### config.mk
export PLATFORM = sky130hd
export DESIGN_NAME = phase_delay_driver
export DESIGN_NICKNAME = d
export VERILOG_FILES = /design/src/rtl/phase_delay_driver.sv
export SDC_FILE = /design/constraint.sdc
export NUM_CORES = 1
export LEC_CHECK = 0
export CAP_MARGIN = 10
export CORE_MARGIN = 3
export CORE_UTILIZATION = 60
export DETAILED_ROUTE_END_ITERATION = 12
export PLACE_DENSITY_LB_ADDON = 0.15
export SETUP_SLACK_MARGIN = 0.2
export SKIP_LAST_GASP = 1
export SYNTH_ARGS = -nofsm -noshare
export SYNTH_HDL_FRONTEND = slang
export SYNTH_SLANG_ARGS = --single-unit
export TNS_END_PERCENT = 5
### constraint.sdc
create_clock -name i_clk -period 4.2 [get_ports i_clk]
set_clock_uncertainty 0.2 [all_clocks]
set_input_delay 0.42 -clock i_clk [delete_from_list [all_inputs] [get_ports i_clk]]
set_output_delay 0.42 -clock i_clk [all_outputs]
set_load 0.01 [all_outputs]
### src/rtl/phase_delay_driver.sv
// Shared-phase square-wave generator for a speaker array with per-channel phase offsets.
// Delay writes go to shadow registers and commit to every channel together at the period wrap.
module phase_delay_driver #(
  parameter int CHANNELS    = 8,
  parameter int HALF_PERIOD = 4,
  parameter int DELAY_W     = $clog2(2 * HALF_PERIOD),
  parameter int CH_W        = (CHANNELS > 1) ? $clog2(CHANNELS) : 1
) (
  input  logic                i_clk,
  input  logic                i_rst,
  input  logic                i_tick,
  input  logic                i_en,
  input  logic                i_cfg_valid,
  output logic                o_cfg_ready,
  input  logic [CH_W-1:0]     i_cfg_ch,
  input  logic [DELAY_W:0]    i_cfg_delay,
  output logic                o_cfg_pending,
  output logic                o_sync,
  output logic [CHANNELS-1:0] o_spk
);

  localparam int                 PERIOD    = 2 * HALF_PERIOD;
  localparam logic [DELAY_W-1:0] PHASE_MAX = DELAY_W'(PERIOD - 1);
  localparam logic [DELAY_W:0]   DELAY_MAX = (DELAY_W + 1)'(PERIOD - 1);
  localparam logic [DELAY_W-1:0] HALF      = DELAY_W'(HALF_PERIOD);
  localparam logic [CH_W:0]      CH_LIMIT  = (CH_W + 1)'(CHANNELS);

  logic [DELAY_W-1:0]  r_phase;
  logic [DELAY_W-1:0]  r_shadow [CHANNELS];
  logic [DELAY_W-1:0]  r_active [CHANNELS];
  logic [CHANNELS-1:0] r_spk;
  logic                r_sync;
  logic                r_ready;
  logic                r_pending;

  logic                w_wrap;
  logic                w_accept;
  logic                w_ch_ok;
  logic                w_write;
  logic [DELAY_W-1:0]  w_delay_clamped;
  logic [DELAY_W-1:0]  w_phase_next;
  logic [CHANNELS-1:0] w_sel;
  logic [CHANNELS-1:0] w_spk_next;

  assign w_wrap   = i_en && i_tick && (r_phase == PHASE_MAX);
  assign w_accept = i_cfg_valid && r_ready;
  assign w_ch_ok  = ({1'b0, i_cfg_ch} < CH_LIMIT);
  assign w_write  = w_accept && w_ch_ok;

  assign w_delay_clamped = (i_cfg_delay > DELAY_MAX) ? PHASE_MAX : i_cfg_delay[DELAY_W-1:0];

  // PERIOD is a power of two, so the DELAY_W-bit increment wraps on its own.
  always_comb begin
    w_phase_next = r_phase;
    if (!i_en) begin
      w_phase_next = '0;
    end else if (i_tick) begin
      w_phase_next = r_phase + 1'b1;
    end
  end

  generate
    for (genvar gi = 0; gi < CHANNELS; gi++) begin : g_ch
      logic [DELAY_W-1:0] w_rel;

      assign w_sel[gi]      = w_write && (i_cfg_ch == CH_W'(gi));
      assign w_rel          = r_phase - r_active[gi];
      assign w_spk_next[gi] = i_en && (w_rel < HALF);
    end
  endgenerate

  // Commit reads the pre-write shadow, so a write on the wrap edge waits for the next wrap.
  always_ff @(posedge i_clk or posedge i_rst) begin
    if (i_rst) begin
      for (int c = 0; c < CHANNELS; c++) begin
        r_shadow[c] <= '0;
        r_active[c] <= '0;
      end
    end else begin
      for (int c = 0; c < CHANNELS; c++) begin
        if (w_wrap) begin
          r_active[c] <= r_shadow[c];
        end
        if (w_sel[c]) begin
          r_shadow[c] <= w_delay_clamped;
        end
      end
    end
  end

  always_ff @(posedge i_clk or posedge i_rst) begin
    if (i_rst) begin
      r_phase   <= '0;
      r_spk     <= '0;
      r_sync    <= 1'b0;
      r_ready   <= 1'b0;
      r_pending <= 1'b0;
    end else begin
      r_ready <= 1'b1;
      r_phase <= w_phase_next;
      r_spk   <= w_spk_next;
      r_sync  <= w_wrap;
      if (w_write) begin
        r_pending <= 1'b1;
      end else if (w_wrap) begin
        r_pending <= 1'b0;
      end
    end
  end

  assign o_cfg_ready   = r_ready;
  assign o_cfg_pending = r_pending;
  assign o_sync        = r_sync;
  assign o_spk         = r_spk;

endmodule
==> flow_metrics.env, run 1 <==
export IMPL_nNetsFinal=260
export IMPL_r2r_worst_path_cells=4
export IMPL_rsz0062_at_grt="false"
export IMPL_dieArea_um2=5510
export IMPL_synth_nets=236
export IMPL_critical_path_required_ns=4.22
export IMPL_cts_sinks=62
export IMPL_synth_ff_type="dfrtp_1"
export IMPL_ys_seq_area_share_pct=55.5
export IMPL_holdWs_ns=0.303
export IMPL_timing_fmax_mhz=430
export IMPL_cts_buffer_depth=2
export IMPL_status="finished, final reports clean"
export IMPL_ys_types=25
export IMPL_numPortBuffers=22
export IMPL_cap_violations=0
export IMPL_grt_ovfl_total=0
export IMPL_setup_viol=0
export IMPL_io_pins=23
export IMPL_critPathMaxFanout=26
export IMPL_path_clk_slew_ns=0.07
export IMPL_num_rows=24
export IMPL_cp_arrival_ns=2.35
export IMPL_p_leak_nw=1.43
export IMPL_hold_path_class="reg -> reg"
export IMPL_clock_latency_ns=0.34
export IMPL_start_util_pct=63.3
export IMPL_drt_first_pass_iters=4
export IMPL_p_int_mw=1.07
export IMPL_min_period_ns=2.33
export IMPL_final_hold_viol_count=0
export IMPL_finalWeightedCongestion=0.790
export IMPL_slew_violations=0
export IMPL_maxSlewHeadroom_pct=49.9
export IMPL_vias=1682
export IMPL_hold_buffers=0
export IMPL_htree_levels=3
export IMPL_grt_usage_pct=22.8
export IMPL_synth_edff_count=0
export IMPL_die_y_um=74.2
export IMPL_syn_to_final_growth_pct=15.8
export IMPL_final_antenna_net_count=0
export IMPL_fin_crit_sh_pct=55.4
export IMPL_min_path_cells=1
export IMPL_post_drt_wl_per_cell_um=18.5
export IMPL_synthArstFlopShare_pct=100
export IMPL_p_sw_uw=342
export IMPL_layout_drive_gt1_share_pct=29.3
export IMPL_synth_area_um2=2790
export IMPL_power_density_nw_per_um2=437
export IMPL_p_comb_share_pct=10.6
export IMPL_ys_ff_latch=62
export IMPL_cts_setup_buffers=0
export IMPL_grt_max_degree=38
export IMPL_end_kind="register"
export IMPL_tritoncts="done"
export IMPL_cts_root_buf="clkbuf_8"
export IMPL_drt_iter0_drc=75
export IMPL_antenna_found_initial=0
export IMPL_die_w_um=74.2
export IMPL_numCtsBuffers=9
export IMPL_finalInstanceArea_um2=3230
export IMPL_diodes=0
export IMPL_setup_tns_ns=0
export IMPL_netlist_instances=214
export IMPL_yosys_warnings=0
export IMPL_vdd_drop_max_mv=0.267
export IMPL_switching_share_pct=24.2
export IMPL_worstMarginPinSlew_ns=0.750
export IMPL_coreArea_um2=4410
export IMPL_seqPwrFrac_pct=51.1
export IMPL_clkPwrFrac_pct=38.2
export IMPL_dpl_cell_area_um2=3030
export IMPL_cts_resized=0
export IMPL_cp_start_kind="register"
export IMPL_route_detailed_drc=0
export IMPL_vias_per_cell=5.72
export IMPL_grt_pass1_wl_mm=9.04
export IMPL_path_class="reg -> reg"
export IMPL_dp_hpwl_mm=3.86
export IMPL_grt_pass1_vias=1837
export IMPL_syn_area_per_cell_um2=13.1
export IMPL_routed_wl_mm=5.43
Yosys cell counts, types with 3 or more instances:
cell	instances	area share, %
mux2_2	48	19
nand2_1	9	1.2
a21oi_1	8	1.4
dfrtp_1	62	56
inv_1	11	1.5
a2111o_1	8	3.2
ha_1	10	4.5
o21ai_0	7	1.3
clkbuf_1	4	0.54
nand2b_1	10	2.2
xnor2_1	9	2.8
or2_2	3	0.67
nor2_1	9	1.2
final cells by class:
| cell class | instances | area, um^2 |
|---|---|---|
| clock buffers | 12 | 165 |
| clock inverters | 3 | 42.5 |
| fillers | 300 | 1180 |
| inverters | 11 | 41.3 |
| multi-input cells | 131 | 1140 |
| flip-flops and latches | 62 | 1550 |
| well taps | 52 | 65.1 |
| repair buffers | 23 | 228 |
worst max-delay path, stage by stage (launching register included):
cell	delay, ns
dfrtp_1	0.60
ha_1	0.24
ha_1	0.15
nand3_2	0.52
mux2_2	0.50
per-layer routing:
layer	vias up	global-route usage, %	part of all wire, %
li1	791	-	-
met1	839	30.7	46
met2	42	34.0	48
met3	10	8.24	5.3
met4	0	9.29	1.5
met5	-	0	0
logic make-up after synthesis:
logic type / count (synthesis) / synth area share (%)
adder cells (fa/ha/maj): 10 / 4.48
other: 1 / 0.134
multiplexers: 50 / 20.1
flip-flops: 62 / 55.5
AO/OA/AOI/OAI: 25 / 6.40
AND/OR/NAND/NOR: 36 / 6.94
buffers and inverters: 21 / 3.63
XOR/XNOR: 9 / 2.82
power by group through the flow:
| stage | clock network, mW | logic (mW) | registers, mW |
|---|---|---|---|
| finish | 0.540 | 0.150 | 0.722 |
| global route | 0.580 | 0.168 | 0.726 |
| CTS | 0.546 | 0.153 | 0.720 |
| detailed placement | 0 | 0.151 | 0.730 |
| global placement | 0 | 0.142 | 0.724 |
| floorplan | 0 | 0.102 | 0.704 |
layout by cell type (no fill, tap or decap), types with 2 or more instances in the layout:
| cell | count |
|---|---|
| inv_1 | 10 |
| clkbuf_8 | 12 |
| mux2i_1 | 2 |
| a2111o_1 | 8 |
| nor2_1 | 9 |
| o21ai_0 | 7 |
| nand2b_1 | 10 |
| a21oi_1 | 8 |
| dfrtp_1 | 62 |
| mux2_2 | 48 |
| clkdlybuf4s50_1 | 22 |
| or3_4 | 2 |
| or2_2 | 3 |
| xnor2_1 | 9 |
| ha_1 | 10 |
| nand2_1 | 9 |
path summary, 6_finish.rpt:
kind / startpoint / to / slack [ns]
worst max-delay path: r_phase[1] / r_active[18] / 1.87
worst min-delay path: o_cfg_pending / o_cfg_pending / 0.30
worst max register to register: r_phase[1] / r_active[18] / 1.87
worst min register to register: o_cfg_pending / o_cfg_pending / 0.30
max in group asynchronous: i_rst / r_active[1] / 2.64
min in group asynchronous: i_rst / r_active[7] / 0.34
state kept, by name, summed over array words and instances (netlist names):
register	flops
r_active	24
r_shadow	24
o_spk	8
r_phase	3
o_cfg_pending	1
o_cfg_ready	1
o_sync	1
metrics by stage:
step / util (%) / cells / power, mW / worst slack, ns
after floorplan: - / 214 / 0.806 / 2.04
after global placement: 68.6 / 279 / 0.866 / 1.76
after detailed placement: 68.6 / 279 / 0.882 / 1.64
after CTS: 73.3 / 294 / 1.42 / 1.85
after global routing: 73.3 / 294 / 1.47 / 1.72
final: 73.3 / 294 / 1.41 / 1.87
(Power assumes the default switching activity.)
==> run 2: changes to the inputs <==
- CORE_UTILIZATION: 60 -> 52
- clock period: 4.2 -> 2.1 ns (I/O delays scaled with it)
==> flow_metrics.env, run 2 (synthesis gave the netlist of run 1 again) <==
export IMPL_status="finished, final reports clean"
export IMPL_timing_fmax_mhz=569
export IMPL_syn_to_final_growth_pct=17.8
export IMPL_clock_latency_ns=0.33
export IMPL_path_cells="ha_1 -> ha_1 -> nand3_2 -> buf_12 -> mux2_2"
export IMPL_htree_levels=3
export IMPL_multiInputGateArea_um2=1140
export IMPL_end_kind="register"
export IMPL_vias_per_cell=5.43
export IMPL_cts_root_buf="clkbuf_8"
export IMPL_route_detailed_drc=0
export IMPL_numCtsBuffers=9
export IMPL_path_clk_slew_ns=0.06
export IMPL_vias=1728
export IMPL_grt_pass1_vias=1892
export IMPL_crit_buf_inv=1
export IMPL_die_y_um=79.3
export IMPL_cp_common_cell="ha_1"
export IMPL_slew_violations=0
export IMPL_grt_pass1_wl_mm=9.45
export IMPL_holdWs_ns=0.0782
export IMPL_slowest_delay_ns=0.38
export IMPL_die_w_um=79.3
export IMPL_final_hold_viol_count=0
export IMPL_coreArea_um2=5140
export IMPL_worstMarginPinSlew_ns=0.558
export IMPL_hold_buffers=0
export IMPL_post_drt_wl_per_cell_um=17.0
export IMPL_io_pins=23
export IMPL_cts_buffer_depth=2
export IMPL_power_density_nw_per_um2=802
export IMPL_final_antenna_net_count=0
export IMPL_critPathMaxFanout=26
export IMPL_reg2reg_slack_ns=0.34
export IMPL_min_period_ns=1.76
export IMPL_critical_path_required_ns=2.11
export IMPL_nFillCells=424
export IMPL_grt_max_degree=33
export IMPL_layout_drive_gt1_share_pct=29.8
export IMPL_num_rows=26
export IMPL_tritoncts="done"
export IMPL_setup_tns_ns=0
export IMPL_numPortBuffers=22
export IMPL_layout_commonest_cell="dfrtp_1"
export IMPL_setup_viol=0
export IMPL_drt_iter0_drc=83
export IMPL_mostFrequentLayoutCells="dfrtp_1, mux2_2, clkdlybuf4s50_1"
export IMPL_cp_arrival_ns=1.77
export IMPL_dp_hpwl_mm=3.91
export IMPL_finalPower_mw=2.64
export IMPL_routed_wl_mm=5.40
export IMPL_vdd_drop_max_mv=0.526
export IMPL_register_area_um2=1550
export IMPL_critPathTopFamily="adder cells"
export IMPL_antenna_found_initial=0
export IMPL_cts_setup_buffers=0
export IMPL_fin_crit_sh_pct=83.7
export IMPL_hold_path_class="in -> async"
export IMPL_path_class="reg -> reg"
export IMPL_cp_start_kind="register"
export IMPL_grt_ovfl_total=0
export IMPL_dieArea_um2=6290
export IMPL_rsz0062_at_grt="false"
export IMPL_nNetsFinal=266
export IMPL_crit_slowest_cell="dfrtp_1"
export IMPL_cap_violations=0
export IMPL_diodes=0
export IMPL_start_util_pct=54.4
export IMPL_finalWeightedCongestion=0.795
export IMPL_grt_usage_pct=20.2
export IMPL_cts_resized=0
export IMPL_drt_first_pass_iters=4
export IMPL_p_leak_nw=1.45
export IMPL_cts_sinks=62
export IMPL_maxSlewHeadroom_pct=62.7
==> run 2: cell types whose count changed in the layout (fill, tap and decap cells not counted) <==
cell	before	now
bufinv_16	1	0
buf_4	1	5
clkbuf_8	12	11
buf_12	0	2
clkbuf_1	0	3
inv_2	1	0
==> run 2: layout make-up <==
cell class / instances / share of cell area [%]
timing repair buffer: 29 / 9.05
inverter: 11 / 1.37
multi-input combinational: 131 / 34.7
sequential: 62 / 47.1
tap: 70 / 2.66
clock inverter: 1 / 0.152
clock buffer: 14 / 4.94
==> run 2: final timing paths <==
kind                               startpoint       endpoint  cells after the start
worst max-delay path               r_phase[0]    r_active[4]                      5
worst min-delay path                    i_rst   r_active[18]                      2
worst max register to register     r_phase[0]    r_active[4]                      5
worst min register to register  o_cfg_pending  o_cfg_pending                      1
max in group asynchronous               i_rst   r_shadow[14]                      3
min in group i_clk              o_cfg_pending  o_cfg_pending                      1
==> run 2: worst reg2reg max path, stage by stage, from the launching register on <==
cell     delay [ns]
dfrtp_1        0.38
ha_1           0.20
ha_1           0.20
nand3_2        0.09
buf_12         0.19
mux2_2         0.38
==> run 2: per-stage QoR <==
step	cell area [um^2]	cells	util (%)	worst slack, ns
after floorplan	2800	214	-	0.281
after global placement	3120	303	60.8	0.265
after detailed placement	3120	303	60.8	0.236
after CTS	3290	318	64.0	0.333
after global routing	3290	318	64.0	0.297
final	3290	318	64.0	0.343
==> run 2: power breakdown <==
group / switching (mW) / total (mW) / internal (mW)
clock network: 0.420 / 0.906 / 0.486
registers: 0.0757 / 1.41 / 1.33
logic: 0.142 / 0.326 / 0.184
total: 0.638 / 2.64 / 2.00
==> run 2: per-layer routing <==
metal	routed length (um)	part of all wire, %	global-route usage, %
met4	85	1.6	7.73
met2	2680	50	33.2
met1	2420	45	25.6
met3	209	3.9	5.33
met5	0	0	0
==> run 3: changes to the inputs <==
- clock period: 2.1 -> 1.5 ns (I/O delays scaled with it)
==> flow_metrics.env, run 3 (synthesis gave the netlist of run 1 again) <==
export IMPL_vdd_drop_max_mv=0.905
export IMPL_start_util_pct=54.4
export IMPL_routed_wl_mm=5.73
export IMPL_path_class="reg -> reg"
export IMPL_final_hold_viol_count=0
export IMPL_slew_violations=0
export IMPL_antenna_found_initial=0
export IMPL_p_comb_share_pct=11.4
export IMPL_dp_hpwl_mm=3.54
export IMPL_switching_share_pct=23.1
export IMPL_setup_tns_ns=-7.04
export IMPL_cts_buffer_depth=2
export IMPL_setup_ws_ns=-0.208
export IMPL_route_detailed_drc=0
export IMPL_use_met3_pct=5.33
export IMPL_critical_path_required_ns=1.52
export IMPL_diodes=0
export IMPL_tritoncts="done"
export IMPL_violations="setup timing"
export IMPL_power_density_nw_per_um2=1160
export IMPL_hold_path_class="in -> async"
export IMPL_setup_viol=63
export IMPL_nFillCells=388
export IMPL_htree_levels=3
export IMPL_grt_busiest_layer="met2"
export IMPL_p_leak_nw=1.59
export IMPL_mostFrequentLayoutCells="dfrtp_1, mux2_2, clkdlybuf4s50_1"
export IMPL_io_pins=23
export IMPL_utilization_pct=68.9
export IMPL_vias=1771
export IMPL_nNetsFinal=275
export IMPL_finalPower_mw=4.11
export IMPL_grt_pass1_vias=1821
export IMPL_layout_commonest_cell="dfrtp_1"
export IMPL_min_period_ns=1.71
export IMPL_timing_fmax_mhz=585
export IMPL_syn_to_final_growth_pct=26.7
export IMPL_cts_sinks=62
export IMPL_final_antenna_net_count=0
export IMPL_numCtsBuffers=9
export IMPL_coreArea_um2=5140
export IMPL_end_kind="register"
export IMPL_status="complete, but fails checks"
export IMPL_die_y_um=79.3
export IMPL_met2_usage_pct=31.1
export IMPL_grt_max_degree=63
export IMPL_fin_crit_sh_pct=114
export IMPL_hold_buffers=0
export IMPL_met1_usage_pct=24.5
export IMPL_layout_drive_gt1_share_pct=34.5
export IMPL_grt_ovfl_total=0
export IMPL_critPathMaxFanout=7
export IMPL_num_rows=26
export IMPL_cp_start_kind="register"
export IMPL_clock_latency_ns=0.34
export IMPL_dieArea_um2=6290
export IMPL_cap_violations=0
export IMPL_path_clk_slew_ns=0.07
export IMPL_vias_per_cell=5.40
export IMPL_p_sw_uw=950
export IMPL_cts_setup_buffers=0
export IMPL_cp_arrival_ns=1.73
export IMPL_drt_iter0_drc=71
export IMPL_post_drt_wl_per_cell_um=17.5
export IMPL_cts_root_buf="clkbuf_8"
export IMPL_numPortBuffers=22
export IMPL_clkPwrFrac_pct=40.7
export IMPL_grt_pass1_wl_mm=9.03
export IMPL_finalWeightedCongestion=0.782
export IMPL_rsz0062_at_grt="true"
export IMPL_drt_first_pass_iters=4
export IMPL_p_int_mw=3.16
export IMPL_die_w_um=79.3
export IMPL_grt_usage_pct=19.4
export IMPL_seqPwrFrac_pct=47.9
[run 3: cell types whose count changed in the layout (fill, tap and decap cells not counted), sizes merged]
cell,previous run,this run
bufinv,0,2
buf,7,14
clkbuf,14,13
clkinv,1,2
clkinvlp,1,2
[run 3: worst paths after layout]
check                      slack [ns]           end        start  cells past startpoint
setup / recovery                -0.21   r_active[4]   r_phase[1]                      5
setup reg to reg                -0.21   r_active[4]   r_phase[1]                      5
hold / removal                   0.03  r_active[19]        i_rst                      3
max in group asynchronous        0.80    r_phase[0]        i_rst                      3
min in group i_clk               0.30   r_active[5]  r_shadow[5]                      1
hold reg to reg                  0.30   r_active[5]  r_shadow[5]                      1
[run 3: through the flow]
| stage | instances | hold WS [ns] | setup WS (ns) | area (um^2) |
|---|---|---|---|---|
| 6_report | 328 | 0.0313 | -0.208 | 3540 |
| 3_3_place_gp | 309 | 0.284 | -0.267 | 3170 |
| 4_1_cts | 325 | 0.0409 | -0.241 | 3400 |
| 2_1_floorplan | 214 | 0.0686 | -0.319 | 2800 |
| 3_5_place_dp | 309 | 0.287 | -0.298 | 3170 |
| 5_1_grt | 328 | 0.0595 | -0.246 | 3540 |
[run 3: routing by layer]
| metal | vias to the layer above | routed length (um) | part of all wire (%) |
|---|---|---|---|
| met1 | 898 | 2550 | 45 |
| met2 | 38 | 2890 | 50 |
| met4 | 0 | 106 | 1.9 |
| li1 | 824 | - | - |
| met3 | 11 | 182 | 3.2 |
| met5 | - | 0 | 0 |
[run 3: power by group through the flow]
stage          clock network, mW  registers (mW)  logic (mW)
2_1_floorplan                  0            1.97       0.285
6_report                    1.67            1.97       0.468
4_1_cts                     1.71            1.96       0.469
3_5_place_dp                   0            1.99       0.465
3_3_place_gp                   0            1.98       0.439
5_1_grt                     1.79            1.99       0.520
[run 3: repair_timing]
action / in CTS / in global routing
pin swaps: 0 / 1
setup endpoints to repair: 70 / 70
cloned: 0 / 3
resized for setup: 0 / 19
[run 3: worst max-delay path, cell delays in order (launching register included)]
cell and delay, ns:
dfrtp_1 0.39, ha_2 0.20, ha_4 0.16, nand3_4 0.14
clkbuf_16 0.20, mux2_4 0.30
[run 3: layout make-up]
cell class	instances	area [um^2]	area share, %
sequential	62	1550	43.8
multi-input combinational	131	1220	34.5
clock buffer	11	151	4.28
inverter	11	45.0	1.27
clock inverter	5	81.3	2.30
tap	70	87.6	2.47
timing repair buffer	38	404	11.4
==> RTL edit 1 (config.mk and constraints of run 1) <==
Change the parameter `HALF_PERIOD` from 4 to 2.
--- a/src/rtl/phase_delay_driver.sv
+++ b/src/rtl/phase_delay_driver.sv
@@ -2,7 +2,7 @@
 // Delay writes go to shadow registers and commit to every channel together at the period wrap.
 module phase_delay_driver #(
   parameter int CHANNELS    = 8,
-  parameter int HALF_PERIOD = 4,
+  parameter int HALF_PERIOD = 2,
   parameter int DELAY_W     = $clog2(2 * HALF_PERIOD),
   parameter int CH_W        = (CHANNELS > 1) ? $clog2(CHANNELS) : 1
 ) (
Interface: changed (resized i_cfg_delay); port bits go from 23 to 22. No check against the original RTL was run, so the function may have changed too.
==> RTL edit 1 against run 1 <==
Via count decreased by 36%; die area decreased by 29%; sequential power decreased by 20%; worst setup slack improved by 0.33 ns; routed wire length decreased by 45%; count of clock-buffer cells in the layout decreased by 5; synthesized area decreased by 31%; final area decreased by 32%; sequential cell count decreased by 17; power decreased by 29%; synthesized cell count decreased by 35%; critical path type unchanged; largest cell class unchanged; highest routed layer unchanged.
==> RTL edit 1: results (changes against run 1) <==
metric,value,unit,change
max incr delay on CP,0.66,ns,was 0.60 ns
synth warn,0,,unchanged
routed wire length,2.96,mm,was 5.43 mm
"Reg clk slew, reported paths",0.12,ns,was 0.07 ns
Hold Crit Class,in -> async,,was reg -> reg
largest net degree at the start of global routing,27,,was 38
met2 GRT Util,27.3,%,was 34.0%
Inserted Clock Buffers,5,,was 9
Pleak,1.02,nW,was 1.43 nW
Worst Path Arrival,2.03,ns,was 2.35 ns
Tot GR Track Use,17.8,%,was 22.8%
dpl hpwl,2.24,mm,was 3.86 mm
largest fanout on the critical path,18,,was 26
vias in the first global route,1155,,was 1837
post-synth top area share,58.7,%,was 55.5%
share of layout cells above drive strength 1,25.2,%,was 29.3%
CTS root buf,clkbuf_4,,was clkbuf_8
cts repair resizes,0,,unchanged
measured slew at the worst slew-check pin,0.696,ns,was 0.750 ns
outcome,"finished, final reports clean",,unchanged
syn nets,151,,was 236
Async SR Flop Fraction,100,%,unchanged
Clock Latency Late Sink,0.35,ns,
Reg2Reg Setup Slack,2.20,ns,was 1.87 ns
fin nets,175,,was 260
CP startpoint,r_phase[1],,unchanged
1st-iter DRT viols,32,,was 75
Max rail drop VDD,0.000339,V,was 0.000267 V
CTS H-Tree Depth,2,,was 3
post-CTS setup buffer count,0,,unchanged
number of remaining DRC errors,0,,unchanged
Antenna diodes,0,,unchanged
GR Util met1,22.9,%,was 30.7%
first-pass GRT wire length,5.31,mm,was 9.04 mm
clock buffer depth,2,,unchanged
synth top area cells,"dfrtp_1, mux2_2, xor2_1",,"was dfrtp_1, mux2_2, ha_1"
global placer's final weighted congestion,0.730,,was 0.790
IO Port Bufs,21,,was 22
drt pass-1 iters,2,,was 4
Crit-path slowest cell,dfrtp_1,,unchanged
reg2reg start,r_phase[1],,unchanged
initial antenna violation count,0,,unchanged
met3 usage,6.29,%,was 8.24%
Worst Reg2Reg Path Length in Cells,3,,was 4
DR vias/cell,5.23,,was 5.72
post-synth cell types,25,,unchanged
CP endpoint,r_active[1],,was r_active[18]
sequential share of the synthesized area,58.7,%,was 55.5%
Fill cells,211,,was 300
Post-synth top cells,"dfrtp_1, mux2_2, and2_1, nor2b_1, xor2_1",,"was dfrtp_1, mux2_2, inv_1"
[RTL edit 1: worst max-delay path, delay by kind of cell (launching register included)]
kind / cells / cell delay [ns]
flops: 1 / 0.66
simple gates: 1 / 0.35
mux: 1 / 0.41
fa+ha+maj: 1 / 0.26
[RTL edit 1: how the worst min path moves through the flow]
stage / depth (start not counted) / startpoint / slack (ns) / end
after floorplan: 1 / r_shadow[6] / 0.26 / r_shadow[6]
after global placement: 1 / r_shadow[6] / 0.28 / r_shadow[6]
after detailed placement: 1 / r_active[8] / 0.29 / r_active[8]
after CTS: 2 / i_rst / 0.29 / o_spk[6]
after global routing: 2 / i_rst / 0.31 / o_spk[2]
final: 2 / i_rst / 0.27 / o_spk[6]
[RTL edit 1: kinds of logic (layout without fill, tap and decap cells)]
| family | Yosys count | count (layout) | synth area share [%] |
|---|---|---|---|
| simple gates | 34 | 34 | 10.6 |
| buf+inv | 7 | 31 | 1.83 |
| compound gates | 1 | 1 | 0.457 |
| other cells | 1 | 1 | 0.196 |
| fa+ha+maj | 1 | 1 | 0.653 |
| flops | 45 | 45 | 58.7 |
| mux | 33 | 33 | 19.7 |
| xor+xnor | 17 | 17 | 7.77 |
[RTL edit 1: cell type report]
cell class	instances	area [um^2]	area share, %
clock buffers	7	55.1	2.49
flip-flops and latches	45	1130	50.8
multi-input cells	87	756	34.1
inverters	2	7.51	0.339
well taps	42	52.6	2.37
repair buffers	22	218	9.83
[RTL edit 1: where the power goes]
group	internal, mW	switching, mW	total (mW)	leakage, nW
sequential	0.523	0.0538	0.577	0.556
clock	0.0792	0.123	0.202	0.0314
combinational	0.144	0.0786	0.222	0.437
total	0.746	0.256	1.00	1.02
[RTL edit 1: stage by stage]
step           std cells  worst slack, ns  total power [mW]  instance area, um^2
2_1_floorplan        139             2.52             0.721                 1920
3_3_place_gp         198             2.03             0.800                 2160
3_5_place_dp         198             2.00             0.813                 2160
4_1_cts              205             2.21              1.01                 2210
5_1_grt              205             2.07              1.07                 2210
6_report             205             2.20              1.00                 2210
[RTL edit 1: layer usage]
| layer | up-vias | routed length (um) |
|---|---|---|
| li1 | 506 | - |
| met1 | 534 | 1400 |
| met2 | 27 | 1370 |
| met3 | 6 | 148 |
| met4 | 0 | 44 |
| met5 | - | 0 |
==> RTL edit 2 (settings of run 1) <==
Made on the original files. Add an input register stage for `i_cfg_delay`, without a reset; this delays it by one clock. The other inputs are not delayed to match.
--- a/src/rtl/phase_delay_driver.sv
+++ b/src/rtl/phase_delay_driver.sv
@@ -25,6 +25,12 @@
   localparam logic [DELAY_W-1:0] HALF      = DELAY_W'(HALF_PERIOD);
   localparam logic [CH_W:0]      CH_LIMIT  = (CH_W + 1)'(CHANNELS);
 
+  logic [DELAY_W:0] i_cfg_delay_q;
+
+  always_ff @(posedge i_clk) begin
+    i_cfg_delay_q <= i_cfg_delay;
+  end
+
   logic [DELAY_W-1:0]  r_phase;
   logic [DELAY_W-1:0]  r_shadow [CHANNELS];
   logic [DELAY_W-1:0]  r_active [CHANNELS];
@@ -47,7 +53,7 @@
   assign w_ch_ok  = ({1'b0, i_cfg_ch} < CH_LIMIT);
   assign w_write  = w_accept && w_ch_ok;
 
-  assign w_delay_clamped = (i_cfg_delay > DELAY_MAX) ? PHASE_MAX : i_cfg_delay[DELAY_W-1:0];
+  assign w_delay_clamped = (i_cfg_delay_q > DELAY_MAX) ? PHASE_MAX : i_cfg_delay_q[DELAY_W-1:0];
 
   // PERIOD is a power of two, so the DELAY_W-bit increment wraps on its own.
   always_comb begin
Behaviour: not the same (a bounded check fails within 10 cycles, from zero or initial values and one cycle with i_rst high).
==> RTL edit 2 against run 1 <==
Sequential share of layout area is 1.3 points higher; highest routed layer unchanged; routed wire length fell by 5.6%; worst setup slack got worse by 0.043 ns; count of clock-buffer cells in the layout unchanged; sequential cell count increased by 4; synthesized area grew 2.9%; power is 1.4% higher; final area increased by 2.4%.
==> RTL edit 2: results (changes against run 1) <==
metric,value,unit,change
outcome,"finished, final reports clean",,unchanged
syn nets,240,,was 236
fin nets,264,,was 260
"Reg clk slew, reported paths",0.07,ns,about the same
first-pass GRT wire length,8.47,mm,was 9.04 mm
vias in the first global route,1823,,was 1837
IO Port Bufs,22,,unchanged
share of layout cells above drive strength 1,28.7,%,was 29.3%
Fill cells,302,,was 300
largest net degree at the start of global routing,63,,was 38
Synth Flop Type,dfrtp_1,,unchanged
1st-iter DRT viols,112,,was 75
Inserted Clock Buffers,9,,unchanged
CTS root buf,clkbuf_8,,unchanged
sequential share of the synthesized area,56.7,%,was 55.5%
family with the most delay on the worst path,flip-flops,,unchanged
post-synth cell types,25,,unchanged
clock buffer depth,2,,unchanged
dpl hpwl,3.50,mm,was 3.86 mm
post-synth top area share,54.0,%,was 55.5%
Async SR Flop Fraction,93.9,%,was 100%
max incr delay on CP,0.64,ns,was 0.60 ns
synth warn,0,,unchanged
post-CTS setup buffer count,0,,unchanged
Clock Latency Late Sink,0.33,ns,
drt pass-1 iters,4,,unchanged
met3 usage,6.41,%,was 8.24%
Antenna diodes,0,,unchanged
Hold Crit Class,reg -> reg,,unchanged
CTS H-Tree Depth,3,,unchanged
routed wire length,5.13,mm,was 5.43 mm
Final setup viols,0,,unchanged
global placer's final weighted congestion,0.805,,was 0.790
synth top area cells,"dfrtp_1, mux2_2, ha_1",,unchanged
Pleak,1.46,nW,was 1.43 nW
Max rail drop VDD,0.000364,V,was 0.000267 V
met2 GRT Util,33.5,%,was 34.0%
Crit-path slowest cell,dfrtp_1,,unchanged
cts repair resizes,0,,unchanged
GR Util met1,26.6,%,was 30.7%
Post-synth top cells,"dfrtp_1, mux2_2, inv_1",,unchanged
Tot GR Track Use,21.1,%,was 22.8%
initial antenna violation count,0,,unchanged
Worst slew margin,49.9,%,about the same
DR vias/cell,5.67,,was 5.72
largest fanout on the critical path,26,,unchanged
==> RTL edit 2: changes by cell type after synthesis <==
cell	before	now
buf_2	2	0
buf_4	1	2
clkbuf_1	4	5
dfxtp_1	0	4
==> RTL edit 2: cell families after synthesis <==
group / share of synthesized area (%)
fa+ha+maj: 4.35
xor+xnor: 2.74
other cells: 0.130
flops: 56.7
mux: 19.5
simple gates: 6.74
compound gates: 6.22
buf+inv: 3.57
==> RTL edit 2: report_power, final <==
part / switching, mW / total [mW] / internal, mW / leakage, nW
clock: 0.226 / 0.531 / 0.306 / 0.0986
sequential: 0.0436 / 0.750 / 0.706 / 0.810
combinational: 0.0649 / 0.151 / 0.0864 / 0.553
==> RTL edit 2: layout make-up <==
| class | count | area share, % |
|---|---|---|
| clock inverter | 4 | 1.51 |
| inverter | 11 | 1.25 |
| timing repair buffer | 23 | 6.88 |
| tap | 52 | 1.96 |
| sequential | 66 | 49.3 |
| multi-input combinational | 131 | 34.5 |
| clock buffer | 12 | 4.68 |
==> RTL edit 2: path summary, 6_finish.rpt <==
| kind | start | endpoint | slack [ns] | depth (start not counted) |
|---|---|---|---|---|
| setup / recovery | r_phase[1] | r_active[14] | 1.83 | 4 |
| hold / removal | r_shadow[22] | r_active[22] | 0.31 | 1 |
| setup reg to reg | r_phase[1] | r_active[14] | 1.83 | 4 |
| hold reg to reg | r_shadow[22] | r_active[22] | 0.31 | 1 |
| max in group asynchronous | i_rst | r_shadow[21] | 2.88 | 3 |
| min in group asynchronous | i_rst | o_sync | 0.43 | 3 |
==> RTL edit 2: per-stage QoR <==
stage               area [um^2]  instances  setup WS (ns)  hold WS (ns)  power, mW
floorplan                  2880        218           2.04         0.248      0.847
global placement           3110        283           1.67         0.286      0.897
detailed placement         3110        283           1.61         0.292      0.915
CTS                        3310        299           1.81         0.307       1.45
global route               3310        299           1.65         0.317       1.50
finish                     3310        299           1.83         0.305       1.43
==> RTL edit 2: worst reg2reg max path, stage by stage, from the launching register on <==
cell and delay (ns):
dfrtp_1 0.64, ha_1 0.26, ha_1 0.16, nand3_2 0.50
mux2_2 0.50
==> RTL edit 2: routing by layer <==
metal / vias to the layer above / share of wire (%)
met5: - / 0
met4: 0 / 1.7
met3: 9 / 4.8
met2: 41 / 50
met1: 842 / 43
li1: 802 / -
